--- src/rtl/psum_accum_relu_pkg.sv ---
// Shared types and constants for the partial-sum accumulate / ReLU output stage.
// Saturation limits are width-generic constant functions so any lane width can use them.
package psum_accum_relu_pkg;

  localparam int PSUM_BW = 16;

  typedef enum logic [2:0] {
    ST_IDLE,
    ST_READ,
    ST_GAP,
    ST_DRAIN,
    ST_DONE
  } state_e;

  function automatic logic [31:0] sat_hi(input int bw);
    return (32'd1 << (bw - 1)) - 32'd1;
  endfunction

  function automatic logic [31:0] sat_lo(input int bw);
    return 32'd1 << (bw - 1);
  endfunction

endpackage

--- src/rtl/psum_lane_alu.sv ---
// One lane of the accumulator datapath: saturating add (or overwrite on the first pass)
// and the ReLU mux applied to the stored value on drain.
module psum_lane_alu
  import psum_accum_relu_pkg::*;
#(
  parameter int psum_bw = PSUM_BW
) (
  input  logic [psum_bw-1:0] acc_i,
  input  logic [psum_bw-1:0] data_i,
  input  logic               overwrite_i,
  input  logic               relu_en_i,
  output logic [psum_bw-1:0] sum_o,
  output logic [psum_bw-1:0] relu_o
);

  localparam logic [psum_bw-1:0] LIM_MAX = psum_bw'(sat_hi(psum_bw));
  localparam logic [psum_bw-1:0] LIM_MIN = psum_bw'(sat_lo(psum_bw));

  logic [psum_bw:0] wide;

  always_comb begin
    wide = {acc_i[psum_bw-1], acc_i} + {data_i[psum_bw-1], data_i};
    // The two top bits of the sign-extended sum disagree only on overflow.
    if (overwrite_i) begin
      sum_o = data_i;
    end else if (wide[psum_bw] != wide[psum_bw-1]) begin
      sum_o = wide[psum_bw] ? LIM_MIN : LIM_MAX;
    end else begin
      sum_o = wide[psum_bw-1:0];
    end
    relu_o = (relu_en_i && acc_i[psum_bw-1]) ? '0 : acc_i;
  end

endmodule

--- src/rtl/psum_accum_relu.sv ---
// Pops column psum vectors from the output FIFO, accumulates them per pixel across
// kernel passes, then drains the sums (optionally ReLU-clamped) over valid/ready.
//
// state    | meaning
// ST_IDLE  | waiting for start; config latched on start
// ST_READ  | pop one vector when the FIFO has one, write acc[pix]
// ST_GAP   | RD_GAP idle cycles so the FIFO head/valid settle after a pop
// ST_DRAIN | present f(acc[pix]) until accepted, step pix
// ST_DONE  | one-cycle completion pulse
module psum_accum_relu
  import psum_accum_relu_pkg::*;
#(
  parameter int col     = 8,
  parameter int psum_bw = PSUM_BW,
  parameter int DEPTH   = 16,
  parameter int AW      = 4,
  parameter int RD_GAP  = 2
) (
  input  logic                   clk,
  input  logic                   reset,
  input  logic                   start,
  input  logic [AW:0]            cfg_npix,
  input  logic [3:0]             cfg_npass,
  input  logic                   relu_en,
  input  logic                   fifo_valid,
  input  logic [col*psum_bw-1:0] fifo_data,
  output logic                   fifo_rd,
  output logic [col*psum_bw-1:0] out_data,
  output logic                   out_valid,
  input  logic                   out_ready,
  output logic                   busy,
  output logic                   done
);

  localparam int GW = (RD_GAP > 1) ? $clog2(RD_GAP) : 1;

  state_e            state_q, state_d;
  logic [AW-1:0]     pix_q, pix_d;
  logic [3:0]        pass_q, pass_d;
  logic [GW-1:0]     gap_q, gap_d;
  logic [AW:0]       npix_q, npix_d;
  logic [3:0]        npass_q, npass_d;
  logic              relu_q, relu_d;

  logic [col*psum_bw-1:0] acc_q [DEPTH];
  logic [col*psum_bw-1:0] acc_rd;
  logic [col*psum_bw-1:0] sum_vec;
  logic [col*psum_bw-1:0] relu_vec;
  logic                   acc_we;
  logic                   last_pix;
  logic [AW:0]            npix_clamp;

  assign acc_rd   = acc_q[pix_q];
  assign last_pix = ({1'b0, pix_q} == (npix_q - 1'b1));

  always_comb begin
    if (cfg_npix == '0) begin
      npix_clamp = (AW+1)'(1);
    end else if (cfg_npix > (AW+1)'(DEPTH)) begin
      npix_clamp = (AW+1)'(DEPTH);
    end else begin
      npix_clamp = cfg_npix;
    end
  end

  for (genvar i = 0; i < col; i++) begin : g_lane
    psum_lane_alu #(.psum_bw(psum_bw)) u_lane (
      .acc_i      (acc_rd[i*psum_bw +: psum_bw]),
      .data_i     (fifo_data[i*psum_bw +: psum_bw]),
      .overwrite_i(pass_q == 4'd0),
      .relu_en_i  (relu_q),
      .sum_o      (sum_vec[i*psum_bw +: psum_bw]),
      .relu_o     (relu_vec[i*psum_bw +: psum_bw])
    );
  end

  always_comb begin
    state_d   = state_q;
    pix_d     = pix_q;
    pass_d    = pass_q;
    gap_d     = gap_q;
    npix_d    = npix_q;
    npass_d   = npass_q;
    relu_d    = relu_q;
    fifo_rd   = 1'b0;
    out_valid = 1'b0;
    acc_we    = 1'b0;
    done      = 1'b0;
    busy      = (state_q != ST_IDLE);
    case (state_q)
      ST_IDLE: begin
        if (start) begin
          npix_d  = npix_clamp;
          npass_d = (cfg_npass == 4'd0) ? 4'd1 : cfg_npass;
          relu_d  = relu_en;
          pix_d   = '0;
          pass_d  = '0;
          state_d = ST_READ;
        end
      end
      ST_READ: begin
        fifo_rd = fifo_valid;
        if (fifo_valid) begin
          acc_we  = 1'b1;
          gap_d   = GW'(RD_GAP - 1);
          state_d = ST_GAP;
          if (last_pix) begin
            pix_d  = '0;
            pass_d = pass_q + 4'd1;
          end else begin
            pix_d = pix_q + 1'b1;
          end
        end
      end
      ST_GAP: begin
        if (gap_q == '0) begin
          state_d = (pass_q == npass_q) ? ST_DRAIN : ST_READ;
        end else begin
          gap_d = gap_q - 1'b1;
        end
      end
      ST_DRAIN: begin
        out_valid = 1'b1;
        if (out_ready) begin
          if (last_pix) begin
            pix_d   = '0;
            state_d = ST_DONE;
          end else begin
            pix_d = pix_q + 1'b1;
          end
        end
      end
      ST_DONE: begin
        done    = 1'b1;
        state_d = ST_IDLE;
      end
      default: state_d = ST_IDLE;
    endcase
  end

  // Drained data comes straight from the buffer, so it is stable while stalled.
  assign out_data = (state_q == ST_DRAIN) ? relu_vec : '0;

  always_ff @(posedge clk) begin
    if (reset) begin
      state_q <= ST_IDLE;
      pix_q   <= '0;
      pass_q  <= '0;
      gap_q   <= '0;
      npix_q  <= (AW+1)'(1);
      npass_q <= 4'd1;
      relu_q  <= 1'b0;
    end else begin
      state_q <= state_d;
      pix_q   <= pix_d;
      pass_q  <= pass_d;
      gap_q   <= gap_d;
      npix_q  <= npix_d;
      npass_q <= npass_d;
      relu_q  <= relu_d;
    end
  end

  // No reset on the buffer: pass 0 always overwrites before any entry is read.
  always_ff @(posedge clk) begin
    if (acc_we) begin
      acc_q[pix_q] <= sum_vec;
    end
  end

endmodule

--- config.mk ---
export PLATFORM = sky130hd
export DESIGN_NAME = psum_accum_relu
export DESIGN_NICKNAME = d
export VERILOG_FILES = /design/src/rtl/psum_accum_relu_pkg.sv /design/src/rtl/psum_lane_alu.sv /design/src/rtl/psum_accum_relu.sv
export SDC_FILE = /design/constraint.sdc
export NUM_CORES = 2
export LEC_CHECK = 0
export ABC_AREA = 1
export CORE_MARGIN = 2
export CORE_UTILIZATION = 60
export CTS_BUF_LIST = sky130_fd_sc_hd__clkbuf_4 sky130_fd_sc_hd__clkbuf_8
export DETAILED_ROUTE_END_ITERATION = 8
export HOLD_SLACK_MARGIN = 0.08
export PLACE_DENSITY_LB_ADDON = 0.08
export SYNTH_ARGS = -nofsm -noshare
export SYNTH_HDL_FRONTEND = slang
export SYNTH_SLANG_ARGS = --single-unit
--- constraint.sdc ---
create_clock -name clk -period 20.2 [get_ports clk]
set_input_delay 4.04 -clock clk [delete_from_list [all_inputs] [get_ports clk]]
set_output_delay 4.04 -clock clk [all_outputs]
set_load 0.05 [all_outputs]
==> flow_metrics.tcl <==
set metrics [dict create \
    cp-end-kind "output pin" \
    die_area_sq_um 155500 \
    synth_edf_count 2048 \
    drt_iter0_drc 7605 \
    critical_path.slowest_cell "clkdlybuf4s50_1" \
    setup_viol 0 \
    post_cts_buffers 0 \
    tightest_slew_ns 2.227 \
    core_area_sq_um 151700 \
    timing.rr.end "acc_q[4][90]" \
    dr_total_vias 65310 \
    ys_warn_count 0 \
    fmax_mhz 88.86 \
    grt_max_degree 390 \
    synth.avg_cell_area_sq_um 11.55 \
    finalHoldViolations 0 \
    slowest_delay_ns 1.03 \
    async_flop_share_pct 0 \
    skew_ns 0.07167 \
    synth_area_sq_um 91440 \
    r2r_cells 17 \
    whs_endpoint "gap_q" \
    path_buf_inv 3 \
    drt_wl_total_microns 264700 \
    power_density_nw_per_um2 126.4 \
    power.leakage_uw 0.03611 \
    clk_latency_ns 1.04 \
    min_from "gap_q" \
    wl_per_cell_microns 25.28 \
    startpoint_type "flip-flop" \
    gr-usage-all-layers_pct 33.45 \
    numCtsBuffers 342 \
    wl_met3_microns 28560 \
    crit_family "buffers and inverters" \
    cts_sinks 2074 \
    failed_checks "max-slew violations" \
    ir_drop_uv 138.0 \
    dieWidth_microns 394.4 \
    boundaryPins 275 \
    fin_cells 10470 \
    crit_chain "clkinv_16 > buf_4 > nor2_1 > o221ai_1 > nand3_1 > nand2_1 > nand2_2 > nand2_2 > a21oi_1 > clkdlybuf4s50_1" \
    rows 143 \
    io_buffers 274 \
    top_layer "met5" \
    synth_nets 8206 \
    gr-total-overflow 0 \
    worstPathArrival_ns 7.21 \
    setup_ws_ns 8.947 \
    root_buffer "clkbuf_8" \
    drv_cap 0 \
    yosysSeqAreaShare_pct 67.82 \
    post-dp-hpwl_microns 142400 \
    rsz0062_at_grt "no" \
    worstPathRequired_ns 16.16 \
    final_antenna_net_count 0 \
    wl_met2_microns 120700 \
    drt-met1-wl_microns 104600 \
    clk_pin_slew_ns 0.06 \
    final_layout_size_suffix_gt1_share_pct 8.793 \
    syn_inst 7920 \
    cts-resized-gates 0 \
    drc 0 \
    vias_per_cell 6.236 \
    period_needed_ns 11.25 \
    final_nets 8480 \
    relSlewSlack_pct -48.48 \
    antenna_found_initial 12 \
    clock_path_buffers 4 \
    worstPathMaxFanout 389 \
    preCtsSetupSlack_ns 10.51 \
    htreeDepth 5 \
    dp_cells 9878 \
    hold_path.class "flip-flop to flip-flop" \
    power_uw 12860 \
    worstSetupPathType "flip-flop to output pin" \
    tns_ns 0 \
    hold-path-cell-count 2 \
    placed_cell_area_sq_um 95390 \
    fp.dieH_microns 394.4 \
    start_util_pct 60.27 \
    cts_tree "yes" \
    grt_pass1_wl_microns 388400 \
    synth_seq_cells 2074 \
    area_growth_pct 11.26 \
    synth_flop_cell "edfxtp_1" \
    gp_congestion 0.9191 \
    drt_pass1_iterations 6 \
    status "finished with violations" \
    finalCritPeriodShare_pct 55.71 \
    cpMostUsedCell "nand2_2" \
    slew_viol_final 282 \
    cts_hold_buf 0 \
    rrSetupSlack_ns 11.89 \
    synth_cell_types 51 \
    fin_area_sq_um 101700 \
    grt_pass1_vias 61670 \
]
==> synth_stat cells (8+ instances only) <==
library cell	n	share of area, %
fa_1	8	0.18
a21oi_2	15	0.14
o21ai_1	117	0.64
nor2_2	23	0.16
dfxtp_1	26	0.57
nand2_1	1019	4.2
o32ai_1	9	0.086
edfxtp_1	2048	67
buf_4	70	0.57
o22ai_2	17	0.23
o22ai_1	283	1.9
inv_1	334	1.4
xor2_1	60	0.57
buf_1	20	0.082
buf_2	122	0.67
a21oi_1	253	1.4
nand2_2	8	0.055
o21bai_1	44	0.36
or2_1	10	0.068
o221ai_1	193	1.8
buf_6	49	0.60
nor2_1	1380	5.7
o21ai_0	1021	5.6
nor3_1	19	0.10
ha_1	135	1.8
xnor2_1	21	0.20
nand3b_1	8	0.066
inv_2	8	0.033
clkbuf_1	202	0.83
nand3_1	228	1.2
o21a_1	9	0.074
o211ai_1	89	0.73
and2_1	8	0.055
==> where the power goes <==
part,total [uW],internal [uW],switching [uW]
Sequential,5380,5340,42.5
Combinational,4000,1100,2900
Clock,3470,1860,1610
==> layout by cell type (no fill, tap or decap), types with 8 or more instances in the layout <==
master	n
or2_1	10
a21oi_1	253
o221ai_1	193
nor2_1	1364
o21a_1	9
o22ai_2	17
inv_1	331
nand3b_1	8
o21ai_0	1015
clkinv_1	94
nor3_1	19
xnor2_1	21
nand2_2	8
clkdlybuf4s50_1	274
nand2_1	1018
o32ai_1	9
edfxtp_1	2048
fa_1	8
ha_1	135
nor2_4	16
o21bai_1	44
inv_2	9
o21ai_2	8
buf_4	117
xor2_1	60
o21ai_1	122
clkbuf_4	107
dfxtp_1	22
clkbuf_8	353
nand3_1	228
a21oi_2	15
o211ai_1	89
and2_1	8
nor2_2	23
buf_12	10
clkinv_2	23
o22ai_1	283
==> layer usage <==
layer	GRT usage (%)	vias to the layer above
li1	-	29230
met5	0	-
met2	51.49	3589
met4	13.80	8
met3	6.862	583
met1	46.93	31900
==> area by class of cell <==
class                      instances  area (sq um)
timing repair buffer             402          3832
fill                           11320         49980
sequential                      2074         62030
inverter                         345          1353
antenna                            4         10.01
clock inverter                   129         660.6
multi-input combinational       5029         25650
tap                             2030          2540
clock buffer                     460          5662
==> per-stage QoR <==
step | utilization, % | hold WS (ns)
finish | 67.06 | 0.4693
floorplan | - | 0.4395
CTS | 67.04 | 0.4730
global route | 67.06 | 0.4971
global placement | 62.87 | 0.4585
detailed placement | 62.87 | 0.4638
==> worst max path at each step <==
stage	end	slack [ns]	cells past startpoint
2_1_floorplan	acc_q[0][0]	9.54	4
3_3_place_gp	out_data[124]	10.48	9
3_5_place_dp	out_data[124]	10.51	9
4_1_cts	out_data[36]	9.33	10
5_1_grt	out_data[36]	8.98	10
6_report	out_data[43]	8.95	10
==> kinds of logic (layout without fill, tap and decap cells) <==
group           after synthesis  count (layout)  synth area share [%]
simple gates               2727            2727                 11.80
flops                      2074            2074                 67.82
compound gates             2078            2078                 13.30
other cells                   0               4                     0
xor+xnor                     81              81                0.7758
fa+ha+maj                   143             143                 2.022
buf+inv                     817            1336                 4.272
==> flip-flops by register name (all words and copies together), names as in the netlist, named ones only <==
register / flops
acc_q: 2048
npix_q: 5
npass_q: 4
pass_q: 4
pix_q: 4
state_q: 3
gap_q: 1
relu_q: 1
==> worst register-to-register path, stage by stage (launching register included) <==
cell and delay, ns:
dfxtp_4 0.92, clkinv_16 0.50, buf_4 2.06, buf_4 0.60, o21ai_0 0.39, o221ai_1 0.17
nand3_1 0.19, nand2_1 0.19, ha_1 0.38, a21oi_1 0.19, nand2_1 0.10, a21oi_1 0.28
nand2_1 0.12, nand2_1 0.08, nand2_1 0.06, nand2_1 0.49, nand2_1 0.11, a21oi_1 1.10
(Power assumes the default switching activity.)
